## config.mk

```make
export PLATFORM = sky130hd
export DESIGN_NAME = ps2_rx_controller
export DESIGN_NICKNAME = d
export VERILOG_FILES = /design/src/rtl/ps2_pkg.sv /design/src/rtl/ps2_sync_edge.sv /design/src/rtl/ps2_rx_controller.sv
export SDC_FILE = /design/constraint.sdc
export NUM_CORES = 1
export LEC_CHECK = 0
export ABC_AREA = 1
export CAP_MARGIN = 20
export CORE_ASPECT_RATIO = 1.1
export CORE_UTILIZATION = 50
export DETAILED_ROUTE_END_ITERATION = 16
export PLACE_DENSITY = 0.71
export SLEW_MARGIN = 10
export SYNTH_ARGS = -nofsm -noshare
export SYNTH_HDL_FRONTEND = slang
export SYNTH_SLANG_ARGS = --single-unit
```

## constraint.sdc

```tcl
create_clock -name clk -period 1.8 [get_ports clk]
set_input_delay 0.36 -clock clk [delete_from_list [all_inputs] [get_ports clk]]
set_output_delay 0.36 -clock clk [all_outputs]
set_load 0.02 [all_outputs]
```

## src/rtl/ps2_pkg.sv

```systemverilog
// Shared types and constants for the PS/2 receive path.
package ps2_pkg;

  typedef enum logic [1:0] {
    IDLE,
    DATA,
    PARITY,
    STOP
  } ps2_state_t;

  localparam int   PS2_DATA_BITS = 8;
  localparam logic PS2_IDLE      = 1'b1;

endpackage

```

## src/rtl/ps2_sync_edge.sv

```systemverilog
// Multi-stage synchronizer for one PS/2 line with a falling-edge pulse.
module ps2_sync_edge
  import ps2_pkg::*;
#(
  parameter int SYNC_STAGES = 2
) (
  input  logic clk,
  input  logic reset,
  input  logic line,
  output logic level,
  output logic fall
);

  logic [SYNC_STAGES-1:0] sync;
  logic                   prev;

  // Reset to the idle-high level so no spurious edge appears after reset.
  always_ff @(posedge clk or posedge reset) begin
    if (reset) begin
      sync <= {SYNC_STAGES{PS2_IDLE}};
      prev <= PS2_IDLE;
    end else begin
      sync <= {sync[SYNC_STAGES-2:0], line};
      prev <= sync[SYNC_STAGES-1];
    end
  end

  assign level = sync[SYNC_STAGES-1];
  assign fall  = prev & ~level;

endmodule

```

## src/rtl/ps2_rx_controller.sv

```systemverilog
// PS/2 keyboard receive controller: 11-bit frame FSM, timeout, sticky error flags.
module ps2_rx_controller
  import ps2_pkg::*;
#(
  parameter int SYNC_STAGES    = 2,
  parameter int TIMEOUT_CYCLES = 5000
) (
  input  logic       clk,
  input  logic       reset,
  input  logic       ps2_clk,
  input  logic       ps2_data,
  input  logic       buf_full,
  input  logic       err_clear,
  output logic       wr_en,
  output logic [7:0] wr_data,
  output logic       busy,
  output logic       frame_err,
  output logic       overflow
);

  localparam int             TW      = $clog2(TIMEOUT_CYCLES);
  localparam logic [TW-1:0]  TO_LAST = TW'(TIMEOUT_CYCLES - 1);

  logic clk_fall, clk_level_unused;
  logic data_level, data_fall_unused;

  ps2_sync_edge #(.SYNC_STAGES(SYNC_STAGES)) u_sync_clk (
    .clk   (clk),
    .reset (reset),
    .line  (ps2_clk),
    .level (clk_level_unused),
    .fall  (clk_fall)
  );

  ps2_sync_edge #(.SYNC_STAGES(SYNC_STAGES)) u_sync_data (
    .clk   (clk),
    .reset (reset),
    .line  (ps2_data),
    .level (data_level),
    .fall  (data_fall_unused)
  );

  ps2_state_t               state, state_nx;
  logic [2:0]               bit_cnt, bit_cnt_nx;
  logic [PS2_DATA_BITS-1:0] shift, shift_nx;
  logic                     par_ok, par_ok_nx;
  logic [TW-1:0]            to_cnt, to_cnt_nx;
  logic                     wr_en_nx;
  logic [7:0]               wr_data_nx;
  logic                     err_set, ovf_set;

  always_comb begin
    state_nx   = state;
    bit_cnt_nx = bit_cnt;
    shift_nx   = shift;
    par_ok_nx  = par_ok;
    to_cnt_nx  = (state == IDLE) ? '0 : to_cnt + TW'(1);
    wr_en_nx   = 1'b0;
    wr_data_nx = '0;
    err_set    = 1'b0;
    ovf_set    = 1'b0;

    if (clk_fall) begin
      to_cnt_nx = '0;
      case (state)
        IDLE: begin
          if (!data_level) begin
            state_nx   = DATA;
            bit_cnt_nx = '0;
          end
        end
        DATA: begin
          shift_nx   = {data_level, shift[PS2_DATA_BITS-1:1]};
          bit_cnt_nx = bit_cnt + 3'd1;
          if (bit_cnt == 3'(PS2_DATA_BITS - 1)) state_nx = PARITY;
        end
        PARITY: begin
          par_ok_nx = ^{shift, data_level};
          state_nx  = STOP;
        end
        STOP: begin
          state_nx = IDLE;
          if (!data_level || !par_ok) begin
            err_set = 1'b1;
          end else if (buf_full) begin
            ovf_set = 1'b1;
          end else begin
            wr_en_nx   = 1'b1;
            wr_data_nx = shift;
          end
        end
        default: state_nx = IDLE;
      endcase
    end else if (state != IDLE && to_cnt == TO_LAST) begin
      // Line stalled mid-frame: abandon the partial byte.
      state_nx  = IDLE;
      err_set   = 1'b1;
      to_cnt_nx = '0;
    end
  end

  always_ff @(posedge clk or posedge reset) begin
    if (reset) begin
      state     <= IDLE;
      bit_cnt   <= '0;
      shift     <= '0;
      par_ok    <= 1'b0;
      to_cnt    <= '0;
      wr_en     <= 1'b0;
      wr_data   <= '0;
      frame_err <= 1'b0;
      overflow  <= 1'b0;
    end else begin
      state   <= state_nx;
      bit_cnt <= bit_cnt_nx;
      shift   <= shift_nx;
      par_ok  <= par_ok_nx;
      to_cnt  <= to_cnt_nx;
      wr_en   <= wr_en_nx;
      wr_data <= wr_data_nx;
      // A new error event outranks a simultaneous clear.
      if (err_set)        frame_err <= 1'b1;
      else if (err_clear) frame_err <= 1'b0;
      if (ovf_set)        overflow  <= 1'b1;
      else if (err_clear) overflow  <= 1'b0;
    end
  end

  assign busy = (state != IDLE);

endmodule

```

# Yosys cells after proc, flatten, opt, wreduce, memory -nomap -nowiden
# Index checks and enable logic that the tools add are counted.
[classes]
add_sub_neg = 2
mul = 0
n_div = 0
order_cmp = 0
eq_ne = 8
shift = 0
n_mux = 29
bitwise = 2
n_reduce_logical = 15
[op_table]
columns = ["operator", "count"]
rows = [
  ["13-bit two-way mux", 3],
  ["8-bit two-way mux", 4],
  ["1-bit two-way mux", 15],
  ["13-bit by 1-bit adder with 13-bit output, second input constant", 1],
  ["13-bit equality test, second input constant", 1],
  ["2-bit nonzero test", 5],
  ["9-bit parity", 1],
  ["2-bit two-way mux", 4],
  ["2-bit case mux with 4 select lines", 1],
  ["3-bit != test, second input constant", 2],
  ["3-bit case mux with 2 select lines", 1],
  ["3-bit AND reduction", 2],
  ["2-bit equality test, second input constant", 2],
  ["2-bit AND reduction", 2],
  ["3-bit by 1-bit adder with 3-bit output, second input constant", 1],
  ["3-bit equality test, second input constant", 1],
  ["3-bit two-way mux", 1],
  ["2-bit by 1-bit equality test with 1-bit output, second input constant", 1],
  ["1-bit zero test", 2],
  ["2-bit zero test", 1],
  ["2-bit != test, second input constant", 1],
  ["1-bit bitwise AND", 1],
  ["1-bit logical AND", 1],
  ["1-bit logical OR", 1],
  ["1-bit inverter", 1],
]
[totals]
ff_bits = 43
latchBits = 0
mem_bits_rw = 0
rom_bits = 0
in_bits = 6
out_inout_bits = 12
word_cells = 68
mem_count = 0

# Depth between registers and ports, before layout
# Gate-level depths: netlist of run 1.
[depth]
word_depth = 6
ltp_mapped = 10

# Modules after synthesis
# Synthesis of run 1 repeated with hierarchy kept, for this count alone.
[unflattened]
hier_cells = 236
area_unflattened_um2 = 2099.5
[modules_own_cells]
columns = ["module", "instances", "cells_per_inst", "area_each_um2", "seq_area_each_um2"]
rows = [
  ["ps2_rx_controller", 1, 224, 1914.3, 950.9],
  ["ps2_sync_edge", 2, 6, 92.6, 78.8],
]

# Least setup slack after synthesis of run 1
# No wires, ideal clock.
[synth_timing]
path_type = "register to register"
startpoint = "register state[0]"
endpoint = "register state[1]"
setup_ns = 0.117
arrival_ns = 1.408
path_slack_ns = 0.276
stages_incl_launch_ff = 11
n_path_buf = 0
synth_period_minus_slack_ns = 1.524
path_cell_list = "dfrtp_1 > inv_1 > ha_1 > inv_1 > nand2_1 > nor3_1 > nand2_1 > nand2_1 > nand2_1 > nand2_1 > nand2_1"
[synth_via]
elab_chain_cells = 4
elab_cells_between_ends = 12
cone_classes = "5 x eq/ne; 2 x mux; 5 x reduce/logical"
[synth_rtl]
columns = ["item", "line_no", "text"]
rows = [
  ["start, declared", "ps2_rx_controller.sv:43", "ps2_state_t state, state_nx;"],
  ["start signal, assigned", "ps2_rx_controller.sv:114", "state <= state_nx;"],
  ["2-bit nonzero test", "-", ""],
  ["via busy", "ps2_rx_controller.sv:16", "output logic busy,"],
  ["1-bit logical AND", "ps2_rx_controller.sv:94", "end else if (state != IDLE && to_cnt == TO_LAST) begin"],
  ["2-bit nonzero test (no source line)", "-", ""],
  ["3-bit AND reduction (no source line)", "-", ""],
]
# The timed path passes the listed nets, and every way through them passes these cells.
# A chain may end at the register's enable or synchronous reset.

# Worst setup path in the final report of run 1
[layout_timing]
startpoint = "register state[0]"
endpoint = "register state[0]"
[layout_via]
elab_chain_cells = 4
elab_cells_between_ends = 12
cone_classes = "5 x eq/ne; 2 x mux; 5 x reduce/logical"
[layout_rtl]
columns = ["item"]
rows = [
  ["branches (longest 4 deep; another with 2-bit case mux with 4 select lines)"],
]
# Several ways; the timed one is not identified.

==> metrics.txt, run 1 <==
grt total ovfl 0; combinational family with the most area after synthesis simple AND/OR/NAND/NOR gates; Worst Path Arrival 1.80 ns; HPWL Detailed 2.66 mm; GRT Total Usage 0.190; hold buffers post-CTS 0; IO Pins 18; Critical Path Sink Type flop; clock root cell clkbuf_8; Warnings, synthesis 0; post-route ant nets 0; drt total wl 3.65 mm; CTS tree done; RSZ-0062 raised after global routing yes; Worst Tran Pin Value 0.341 ns; Power, Total 2070 uW; largest area contributor in the netlist dfrtp_1; most frequent CP cell nand2_1; Synth Area in Simple Gates 0.279; Core ar. 3990 um2; Synth top area share 0.454; min-delay worst type flop to flop; PortBufs 17; Antenna Cells 0; crit path max-delay cell type dfrtp_1; post-synth net total 255; die area 4450 um2; number of global-route vias before repair 1521; Die Width 63.7 um; Yosys cell types 26; post-synthesis sequential area ratio 0.516; crit-path max FO 4; mux cell area share after synthesis 0; synth top area cells dfrtp_1, nand2_1, dfstp_2; Util after Layout 0.605; adder-cell share of the synthesized area 0.0418; Setup crit start kind flop; wire per inst 11.5 um; Power Density 858 nW/um2; CP required 1.98 ns; maximum clock rate 616 MHz; placed cell count 310; worst vdd ir 590 uV; CTS Sinks 43; Die H 69.9 um; DRT iter0 DRCs 93; Compound-Gate Fraction of Synth Area 0.0513; Vias/cell 4.95; TritonCTS buffer count 5; Crit path largest cell delay 0.39 ns; CTS H-tree lvls 2; Final Hold Slack 0.360 ns; RD Place Congestion 0.837; async set-or-reset flop fraction in the synthesized netlist 1.00; Syn Area/Cell 8.66 um2; synthesis-stage register bit count 43; status completed; Mapped Area 2100 um2; Slew HR 0.770; CTS clk-pin slew, worst paths 0.07 ns; xor/xnor share of the synthesized area 0.0293; Rows 24; largest net degree at the start of global routing 44; cells along the critical path inv_1 > ha_1 > inv_1 > buf_4 > nand2_1 > nor3_1 > nand2_1 > nand2_2 > nand2_1 > nand2_1 > nand2_1; Finished Layout Cells 318; setup clock skew after layout 0.00345 ns; global-route wire length before repair 6.55 mm; initial antenna violation count 0; Post CTS Setup Buffer Count 0; layout cells sized above 1 0.0977; fin crit share 0.901; critical path class flop to flop; Final Hold Viols 0; ys flop type dfrtp_1; Max Cap Viol 0; via count 1573; First-pass DRT Iterations 4; Post-synth EDFFs 0; max-slew violation count 0; synthesis-to-finish area growth 15.2%; clk buf depth 2; Starting Density 0.525; fin crit period 1.62 ns; clk_lat worst skew 0.28 ns; P_leak 0.00109 uW; # DRC 0; count of nets after finishing 278; Mapped Cells 242; # setup viols final 0
## layout by cell type, fill, tap and decap left out, drive strengths merged
cell type | synthesis | layout
nand2 | 64 | 64
dfrtp | 38 | 38
inv | 36 | 36
nor2 | 29 | 29
clkdlybuf4s50 | 0 | 16
nand3 | 16 | 16
o21ai | 16 | 16
nor3 | 10 | 10
clkbuf | 0 | 8
ha | 7 | 7
xor2 | 6 | 6
dfstp | 5 | 5
nand4 | 4 | 4
a21oi | 4 | 4
buf | 3 | 2
nor4 | 1 | 1
o21a | 1 | 1
xnor2 | 1 | 1
nand3b | 1 | 1
clkinv | 0 | 1
## layout make-up
cell class | count | area (um2)
Inverter | 36 | 143
Tap cell | 52 | 65.1
Fill cell | 356 | 1580
Multi-Input combinational cell | 160 | 851
Sequential cell | 43 | 1080
Timing Repair Buffer | 19 | 193
Clock inverter | 1 | 5.00
Clock buffer | 7 | 76.3
## power by group
group | internal, uW | switching [uW]
Combinational | 142 | 234
Sequential | 1040 | 70.3
Clock | 273 | 309
Total | 1460 | 614
## final timing paths
check | from | endpoint | slack (ns) | cells past startpoint
hold reg to reg | u_sync_clk.sync[0] | u_sync_clk.sync[1] | 0.36 | 0
min in group asynchronous | reset | wr_data[6] | 0.43 | 3
max in group asynchronous | reset | u_sync_clk.prev | 1.10 | 3
setup / recovery | state[0] | state[0] | 0.18 | 11
hold / removal | u_sync_clk.sync[0] | u_sync_clk.sync[1] | 0.36 | 0
setup reg to reg | state[0] | state[0] | 0.18 | 11
## registers in the layout (all words and copies together), names as in the netlist
register / cells
wr_en: 1
shift: 8
to_cnt: 13
u_sync_clk.prev: 1
u_sync_data.sync: 2
bit_cnt: 3
frame_err: 1
u_sync_clk.sync: 2
wr_data: 8
state: 2
par_ok: 1
overflow: 1
## stage by stage
stage	setup TNS [ns]	cell area, um2	setup slack [ns]
2_1_floorplan	0	2100	0.276
3_3_place_gp	0	2330	0.105
3_5_place_dp	0	2330	0.0784
4_1_cts	0	2410	0.0328
5_1_grt	-0.00980	2410	-0.00980
6_report	0	2410	0.178
## critical path: cells and delay by family (launching register included)
family,cells,cell delay (ns)
adder cells (fa/ha/maj),1,0.22
buffers and inverters,3,0.29
flip-flops,1,0.39
AND/OR/NAND/NOR,7,0.60
## cells by family after synthesis
group | after synthesis
fa+ha+maj | 7
buf+inv | 39
xor+xnor | 7
flops | 43
compound gates | 21
simple gates | 125
## timing repair
action / CTS / global route
resized for setup: 1 / 4
setup endpoints to repair: 1 / 4
hold endpoints to repair: 0 / 0
cloned: 0 / 0
## synthesized netlist by cell type, types with 2 or more instances
cell type,count
buf_6,2
inv_1,34
nor2_1,27
nor3_2,4
o21ai_0,14
dfstp_2,5
nand2_1,63
nand3_1,15
nand4_1,4
a21oi_1,4
dfrtp_1,38
xor2_1,6
ha_1,7
nor3_1,6
o21ai_1,2
## layer usage
layer	wire (um)	track usage	vias up
met5	0	0	-
met4	60	0.0808	0
met3	121	0.0408	7
met2	1750	0.301	29
met1	1730	0.250	732
li1	-	-	805
Power figures use the tool's default switching activity.
==> run 2: changes to the inputs <==
CORE_UTILIZATION = 42   (was 50)
PLACE_DENSITY = default   (was 0.71)
SKIP_CTS_REPAIR_TIMING = 1   (was default)
==> metrics.txt, run 2 (same netlist as run 1, synthesis figures left out) <==
status completed; die area 5280 um2 (+18%); count of nets after finishing 282 (+1.4%); min-delay worst type flop to flop; # DRC 0 (unchanged); commonest non-fill, non-tap cells in the layout nand2_1, dfrtp_1, inv_1, nor2_1, clkdlybuf4s50_1; fin crit period 1.67 ns (+0.0491 ns); Final TNS setup 0 ns (unchanged); placed cell count 315 (+1.6%); Power, Total 2080 uW (+0.54%); CTS tree done; DRT iter0 DRCs 88 (-5.4%); Final Hold Slack 0.357 ns (-0.00278 ns); setup clock skew after layout 0.00676 ns (+0.00330 ns); Die Width 69.4 um (+8.8%); number of global-route vias before repair 1601 (+5.3%); layout cells sized above 1 0.115 (+0.0171); TritonCTS buffer count 5 (unchanged); Worst Setup SP state[0]; Antenna Cells 0 (unchanged); HPWL Detailed 2.92 mm (+10%); CTS H-tree lvls 2 (unchanged); drt total wl 3.85 mm (+5.5%); clock root cell clkbuf_8; Final Hold Viols 0 (unchanged); global-route wire length before repair 6.77 mm (+3.4%); PortBufs 17 (unchanged); GRT Total Usage 0.160 (-0.0294); First-pass DRT Iterations 4 (unchanged); fin crit share 0.929 (+0.0272); initial antenna violation count 0 (unchanged); Util after Layout 0.523 (-0.0821); commonest non-fill, non-tap cell in the layout nand2_1; # setup viols final 0 (unchanged); min-delay src u_sync_data.sync[0]; worst vdd ir 468 uV (-21%); P_leak 0.00113 uW (+3.7%); CTS Sinks 43 (unchanged); maximum clock rate 598 MHz (-2.9%); Finished Layout Cells 326 (+2.5%); Max Cap Viol 0 (unchanged); wire per inst 11.8 um (+2.9%); post-route ant nets 0 (unchanged); largest registers to_cnt x13, shift x8, wr_data x8; worst r2r src state[0]; RD Place Congestion 0.783 (-6.5%); Starting Density 0.444 (-0.0805); CP required 1.44 ns (-0.54 ns); largest net degree at the start of global routing 19 (-57%); clk buf depth 2 (unchanged); max-slew violation count 0 (unchanged); Worst Path Arrival 1.31 ns (-0.49 ns); largest register by flop count to_cnt; critical path class flop to output pin; Largest register FFs 13 (unchanged); Setup crit start kind flop; crit-path max FO 4 (unchanged); RSZ-0062 raised after global routing yes; Vias/cell 4.86 (-1.7%); Slew HR 0.605 (-0.165); via count 1585 (+0.76%); CTS clk-pin slew, worst paths 0.08 ns (about the same); Power Density 845 nW/um2 (-1.5%); Filler cells 436 (+22%); grt total ovfl 0 (unchanged); Core ar. 4720 um2 (+18%); Worst Tran Pin Value 0.589 ns (+0.248 ns); clk_lat worst skew 0.29 ns (about the same); IO Pins 18 (unchanged); synthesis-to-finish area growth 17.6%; Critical Path Sink Type output pin; Die H 76.1 um (+8.8%); Rows 26 (+8.3%)
-- run 2: cell count changes in the layout (fill, tap and decap cells not counted), sizes merged --
cell,previous run,this run
clkinv,1,4
inv,36,35
buf,2,6
dlymetal6s2s,0,1
clkbuf,8,5
-- run 2: through the flow --
| stage | setup slack, ns | area (um2) |
|---|---|---|
| 2_1_floorplan | 0.276 | 2100 |
| 3_3_place_gp | 0.119 | 2350 |
| 3_5_place_dp | 0.0896 | 2350 |
| 4_1_cts | -0.238 | 2440 |
| 5_1_grt | -0.0376 | 2460 |
| 6_report | 0.129 | 2460 |
-- run 2: per-layer routing --
metal | up-vias | wire length (um) | part of all wire | track usage
met2 | 17 | 1970 | 0.51 | 0.283
met1 | 755 | 1760 | 0.46 | 0.186
met5 | - | 0 | 0 | 0
met4 | 0 | 21 | 0.0054 | 0.0592
li1 | 809 | - | - | -
met3 | 4 | 98 | 0.025 | 0.0410
-- run 2: power by group --
part	internal, uW	switching (uW)
Sequential	1040	71.7
Combinational	157	225
Clock	266	320
Total	1470	617
-- run 2: critical path, stage by stage, from the launching register on --
cell            delay, ns
dfrtp_1              0.42
inv_1                0.09
ha_1                 0.22
inv_1                0.07
dlymetal6s2s_1       0.23
-- run 2: final cells by class --
| class | instances | area, um2 | share of cell area |
|---|---|---|---|
| Multi-Input combinational cell | 160 | 843 | 0.342 |
| Sequential cell | 43 | 1080 | 0.439 |
| Inverter | 36 | 143 | 0.0579 |
| Clock inverter | 3 | 15.0 | 0.00609 |
| Clock buffer | 5 | 68.8 | 0.0279 |
| Tap cell | 56 | 70.1 | 0.0284 |
| Timing Repair Buffer | 23 | 243 | 0.0985 |
-- run 2: path summary, 6_finish.rpt --
check,end,slack (ns),depth (start not counted)
max in group asynchronous,u_sync_clk.prev,0.91,3
worst max register to register,to_cnt[10],0.17,9
worst max-delay path,busy,0.13,4
worst min register to register,u_sync_data.sync[1],0.36,0
worst min-delay path,u_sync_data.sync[1],0.36,0
min in group asynchronous,to_cnt[9],0.37,2
==> run 3: changes to the inputs <==
CTS_BUF_LIST = sky130_fd_sc_hd__clkbuf_8   (was default)
MAX_ROUTING_LAYER = met4   (was default)
==> metrics.txt, run 3 (same netlist as run 1, synthesis figures left out) <==
HPWL Detailed 2.92 mm (unchanged); R2R cell count 9 (unchanged); fin crit period 1.67 ns (-0.00180 ns); largest register by flop count to_cnt; via count 1579 (-0.38%); maximum clock rate 599 MHz (+0.11%); GRT Total Usage 0.165 (+0.00462); RD Place Congestion 0.794 (+1.4%); RSZ-0062 raised after global routing yes; reg-to-reg slack, setup 0.17 ns (about the same); min-delay src u_sync_data.sync[0]; Die H 76.1 um (unchanged); Slew HR 0.601 (-0.00327); combinational share of power 0.183 (about the same); DRT iter0 DRCs 83 (-5.7%); Starting Density 0.444 (unchanged); # DRC 0 (unchanged); Multi-input gate area 843 um2 (unchanged); count of nets after finishing 282 (unchanged); grt total ovfl 0 (unchanged); CTS H-tree lvls 2 (unchanged); largest net degree at the start of global routing 19 (unchanged); initial antenna violation count 0 (unchanged); largest registers to_cnt x13, shift x8, wr_data x8; Worst Path Arrival 1.31 ns (about the same); global-route wire length before repair 6.78 mm (+0.21%); Core ar. 4720 um2 (unchanged); status completed; Util after Layout 0.523 (unchanged); CTS Sinks 43 (unchanged); crit-path max FO 4 (unchanged); Power Density 846 nW/um2 (about the same); clock root cell clkbuf_8; worst r2r src state[0]; layout cells sized above 1 0.115 (unchanged); commonest non-fill, non-tap cell in the layout nand2_1; Antenna Cells 0 (unchanged); Critical Path Sink Type output pin; Worst Tran Pin Value 0.594 ns (+0.00488 ns); post-route ant nets 0 (unchanged); TritonCTS buffer count 5 (unchanged); commonest non-fill, non-tap cells in the layout nand2_1, dfrtp_1, inv_1, nor2_1, clkdlybuf4s50_1; Max Cap Viol 0 (unchanged); clk_lat worst skew 0.29 ns (about the same); number of global-route vias before repair 1604 (+0.19%); Worst Setup SP state[0]; drt total wl 3.87 mm (+0.31%); worst vdd ir 469 uV (+0.17%); First-pass DRT Iterations 4 (unchanged); Filler cells 436 (unchanged); die area 5280 um2 (unchanged); CTS clk-pin slew, worst paths 0.08 ns (about the same); max-slew violation count 0 (unchanged); Die Width 69.4 um (unchanged); Rows 26 (unchanged); synthesis-to-finish area growth 17.6% (unchanged); wire per inst 11.9 um (+0.31%); Flop pwr share 0.535 (about the same); clk buf depth 2 (unchanged); IO Pins 18 (unchanged); critical path class flop to output pin; internal power 1470 uW (about the same); fin crit share 0.928 (-0.00100); register area 1080 um2 (unchanged); Sw Ratio 0.297 (+0.000560); Vias/cell 4.84 (-0.38%); Largest register FFs 13 (unchanged); P_leak 0.00113 uW (unchanged); clock power share 0.282 (about the same); CTS tree done; setup clock skew after layout 0.00680 ns (+0.0000397 ns); NetSw 619 uW (+0.27%); Final Hold Slack 0.357 ns (+0.00000100 ns); Final Hold Viols 0 (unchanged); PortBufs 17 (unchanged); min-delay worst type flop to flop; # setup viols final 0 (unchanged); Critical Path End busy; Setup crit start kind flop; reg2reg end to_cnt[10]; CP required 1.44 ns (about the same)
## run 3: worst min-delay path by stage
stage                                endpoint  slack, ns  cells past startpoint
after floorplan            u_sync_clk.sync[1]       0.35                      0
after global placement    u_sync_data.sync[1]       0.35                      0
after detailed placement  u_sync_data.sync[1]       0.35                      0
after CTS                 u_sync_data.sync[1]       0.36                      0
after global routing       u_sync_clk.sync[1]       0.36                      0
final                     u_sync_data.sync[1]       0.36                      0
## run 3: layer usage
layer | track usage | part of all wire
met1 | 0.186 | 0.46
met2 | 0.283 | 0.51
met3 | 0.0410 | 0.023
met4 | 0.0592 | 0.0059
met5 | - | 0
## run 3: power groups by stage
stage          registers [uW]  logic, uW  clock network (uW)
2_1_floorplan            1120        284                   0
3_3_place_gp             1130        374                   0
3_5_place_dp             1130        374                   0
4_1_cts                  1120        376                 611
5_1_grt                  1130        445                 651
6_report                 1120        383                 588
## run 3: cell type report
| type | count | share of cell area |
|---|---|---|
| Clock buffer | 5 | 0.0279 |
| Clock inverter | 3 | 0.00609 |
| Inverter | 36 | 0.0579 |
| Multi-Input combinational cell | 160 | 0.342 |
| Sequential cell | 43 | 0.439 |
| Tap cell | 56 | 0.0284 |
| Timing Repair Buffer | 23 | 0.0985 |
## run 3: worst max-delay path, cell delays in order, from the launching register on
cell,delay [ns]
dfrtp_1,0.42
inv_1,0.09
ha_1,0.22
inv_1,0.07
dlymetal6s2s_1,0.23
## run 3: per-stage QoR
| stage | TNS, ns | total power (uW) | area [um2] | worst slack, ns | std cells |
|---|---|---|---|---|---|
| finish | 0 | 2090 | 2460 | 0.130 | 326 |
| global route | -0.260 | 2220 | 2460 | -0.0376 | 326 |
| CTS | -0.238 | 2100 | 2440 | -0.238 | 323 |
| detailed placement | 0 | 1510 | 2350 | 0.0896 | 315 |
| global placement | 0 | 1510 | 2350 | 0.119 | 315 |
| floorplan | 0 | 1400 | 2100 | 0.276 | 242 |
==> RTL change, RTL diff (settings of run 3) <==
Put one more register stage on the output `overflow`, cleared by the reset. The value now appears one clock later. The other outputs are not delayed to match.
--- a/src/rtl/ps2_rx_controller.sv
+++ b/src/rtl/ps2_rx_controller.sv
@@ -22,2 +22,4 @@
   localparam logic [TW-1:0]  TO_LAST = TW'(TIMEOUT_CYCLES - 1);
+
+  logic overflow_s0;
 
@@ -111,3 +113,3 @@
       frame_err <= 1'b0;
-      overflow  <= 1'b0;
+      overflow_s0 <= 1'b0;
     end else begin
@@ -123,4 +125,4 @@
       else if (err_clear) frame_err <= 1'b0;
-      if (ovf_set)        overflow  <= 1'b1;
-      else if (err_clear) overflow  <= 1'b0;
+      if (ovf_set)        overflow_s0 <= 1'b1;
+      else if (err_clear) overflow_s0 <= 1'b0;
     end
@@ -130,2 +132,10 @@
 
+  always_ff @(posedge clk or posedge reset) begin
+    if (reset) begin
+      overflow <= '0;
+    end else begin
+      overflow <= overflow_s0;
+    end
+  end
+
 endmodule
Check against the original RTL: no difference found for any inputs over 10 cycles, from zero or initial values and one cycle with reset high; that may be too few to reach the edited logic, so the function may still have changed.
==> RTL change against run 3 <==
- cell area increased by 1.8%
- die area increased by 1.2%
- power increased by 15%
- wire length decreased by 1.1%
- synthesized area increased by 1.2%
- first-iteration DRC count decreased by 16%
- maximum frequency increased by 1.4%
- setup slack improved by 24 ps
- non-clock buffer count decreased by 2
- sequential cell count increased by 1
- core utilization increased by 0.56 points
- critical path depth unchanged
- via count increased by 0.38%
==> RTL change: results <==
metrics = {
    "status": {
        "status": "finished, final reports clean",
    },
    "setup_path": {
        "crit_arrival_ps": 1290,
        "reg2reg_to": "to_cnt[12]",
        "r2r-start": "state[1]",
    },
    "finish": {
        "drive_gt1_frac": 0.1041,
        "fin_cells": 325,
        "final_net_count": 281,
    },
    "global_route": {
        "grt_use_total": 0.1643,
        "grt_pass1_vias": 1562,
        "grt_pass1_wl_um": 6837,
        "grt_max_degree": 45,
    },
    "timing": {
        "tightest_slew_ps": 343.4,
        "finalClockSkew_ps": 8.483,
    },
    "synth": {
        "synth_commonest_cells": "63 x nand2_1, 39 x dfrtp_1, 34 x inv_1, 27 x nor2_1, 15 x nand3_1",
        "ys.flop_type": "dfrtp_1",
        "syn-num-nets": 256,
        "synth_seq_area_share": 0.5221,
        "netlist_instances": 243,
    },
    "place": {
        "place_ws_ps": 76.25,
        "place.gp.congestion": 0.8285,
        "dp_hpwl_um": 2712,
    },
    "route": {
        "viasPerCell": 4.877,
        "drtIter0Drc": 70,
        "drt-wirelength-per-cell_um": 11.76,
    },
    "clock_network": {
        "cts_buffer_depth": 2,
    },
    "worst_hold_path": {
        "min_to": "u_sync_data.sync[1]",
    },
    "power": {
        "p_leak_nw": 1.155,
    },
}
==> RTL change: cell count changes after synthesis, sizes merged <==
| cell | before | now |
|---|---|---|
| dfrtp | 38 | 39 |
==> RTL change: worst max-delay path by stage <==
stage | startpoint | endpoint | slack [ps] | depth (start not counted)
3_3_place_gp | state[0] | busy | 120 | 4
3_5_place_dp | state[0] | busy | 80 | 4
4_1_cts | state[0] | busy | -260 | 4
5_1_grt | state[1] | to_cnt[12] | -30 | 9
6_report | state[1] | busy | 150 | 4
2_1_floorplan | state[0] | state[1] | 280 | 10
==> RTL change: power by group <==
group | leakage (nW) | switching (mW) | internal [mW]
registers | 0.589 | 0.0725 | 1.07
clock network | 0.0695 | 0.326 | 0.549
logic | 0.497 | 0.230 | 0.152
==> RTL change: logic make-up after synthesis <==
| kind of cell | count (synthesis) | synth area share |
|---|---|---|
| AOI/OAI and AO/OA | 21 | 0.05074 |
| and+or+nand+nor | 125 | 0.2755 |
| adders and majority gates | 7 | 0.04130 |
| DFF | 44 | 0.5221 |
| xor gates and xnor gates | 7 | 0.02891 |
| buffers and inverters | 39 | 0.08141 |
==> RTL change: critical path, stage by stage, from the launching register on <==
cell and delay (ps):
dfrtp_1 390, inv_1 70, ha_1 210, inv_1 90, dlymetal6s2s_1 230
==> RTL change: final cells by class <==
cell class              count  area (um^2)
fillers                   445         2241
repair buffers             21        215.2
flip-flops and latches     44         1107
inverters                  36        142.6
clock buffers               5        68.82
clock inverters             3        63.81
multi-input cells         160        840.8
well taps                  56        70.07
==> RTL change: per-layer routing <==
layer  wire (um)  GRT usage  up-vias  share of wire
met5           0          -        -              0
met4          51    0.06200        0          0.013
met3         117    0.04101        7          0.031
met2        1892     0.2670       25           0.50
met1        1760     0.1973      747           0.46
li1            -          -      806              -
==> RTL change: per-stage QoR <==
step                total power [mW]  instance area, um^2  hold WS, ps
floorplan                      1.428                 2121        345.2
global route                   2.542                 2509        363.1
global placement               1.525                 2359        345.8
detailed placement             1.531                 2359        349.4
finish                         2.395                 2509        359.1
CTS                            2.421                 2491        362.1
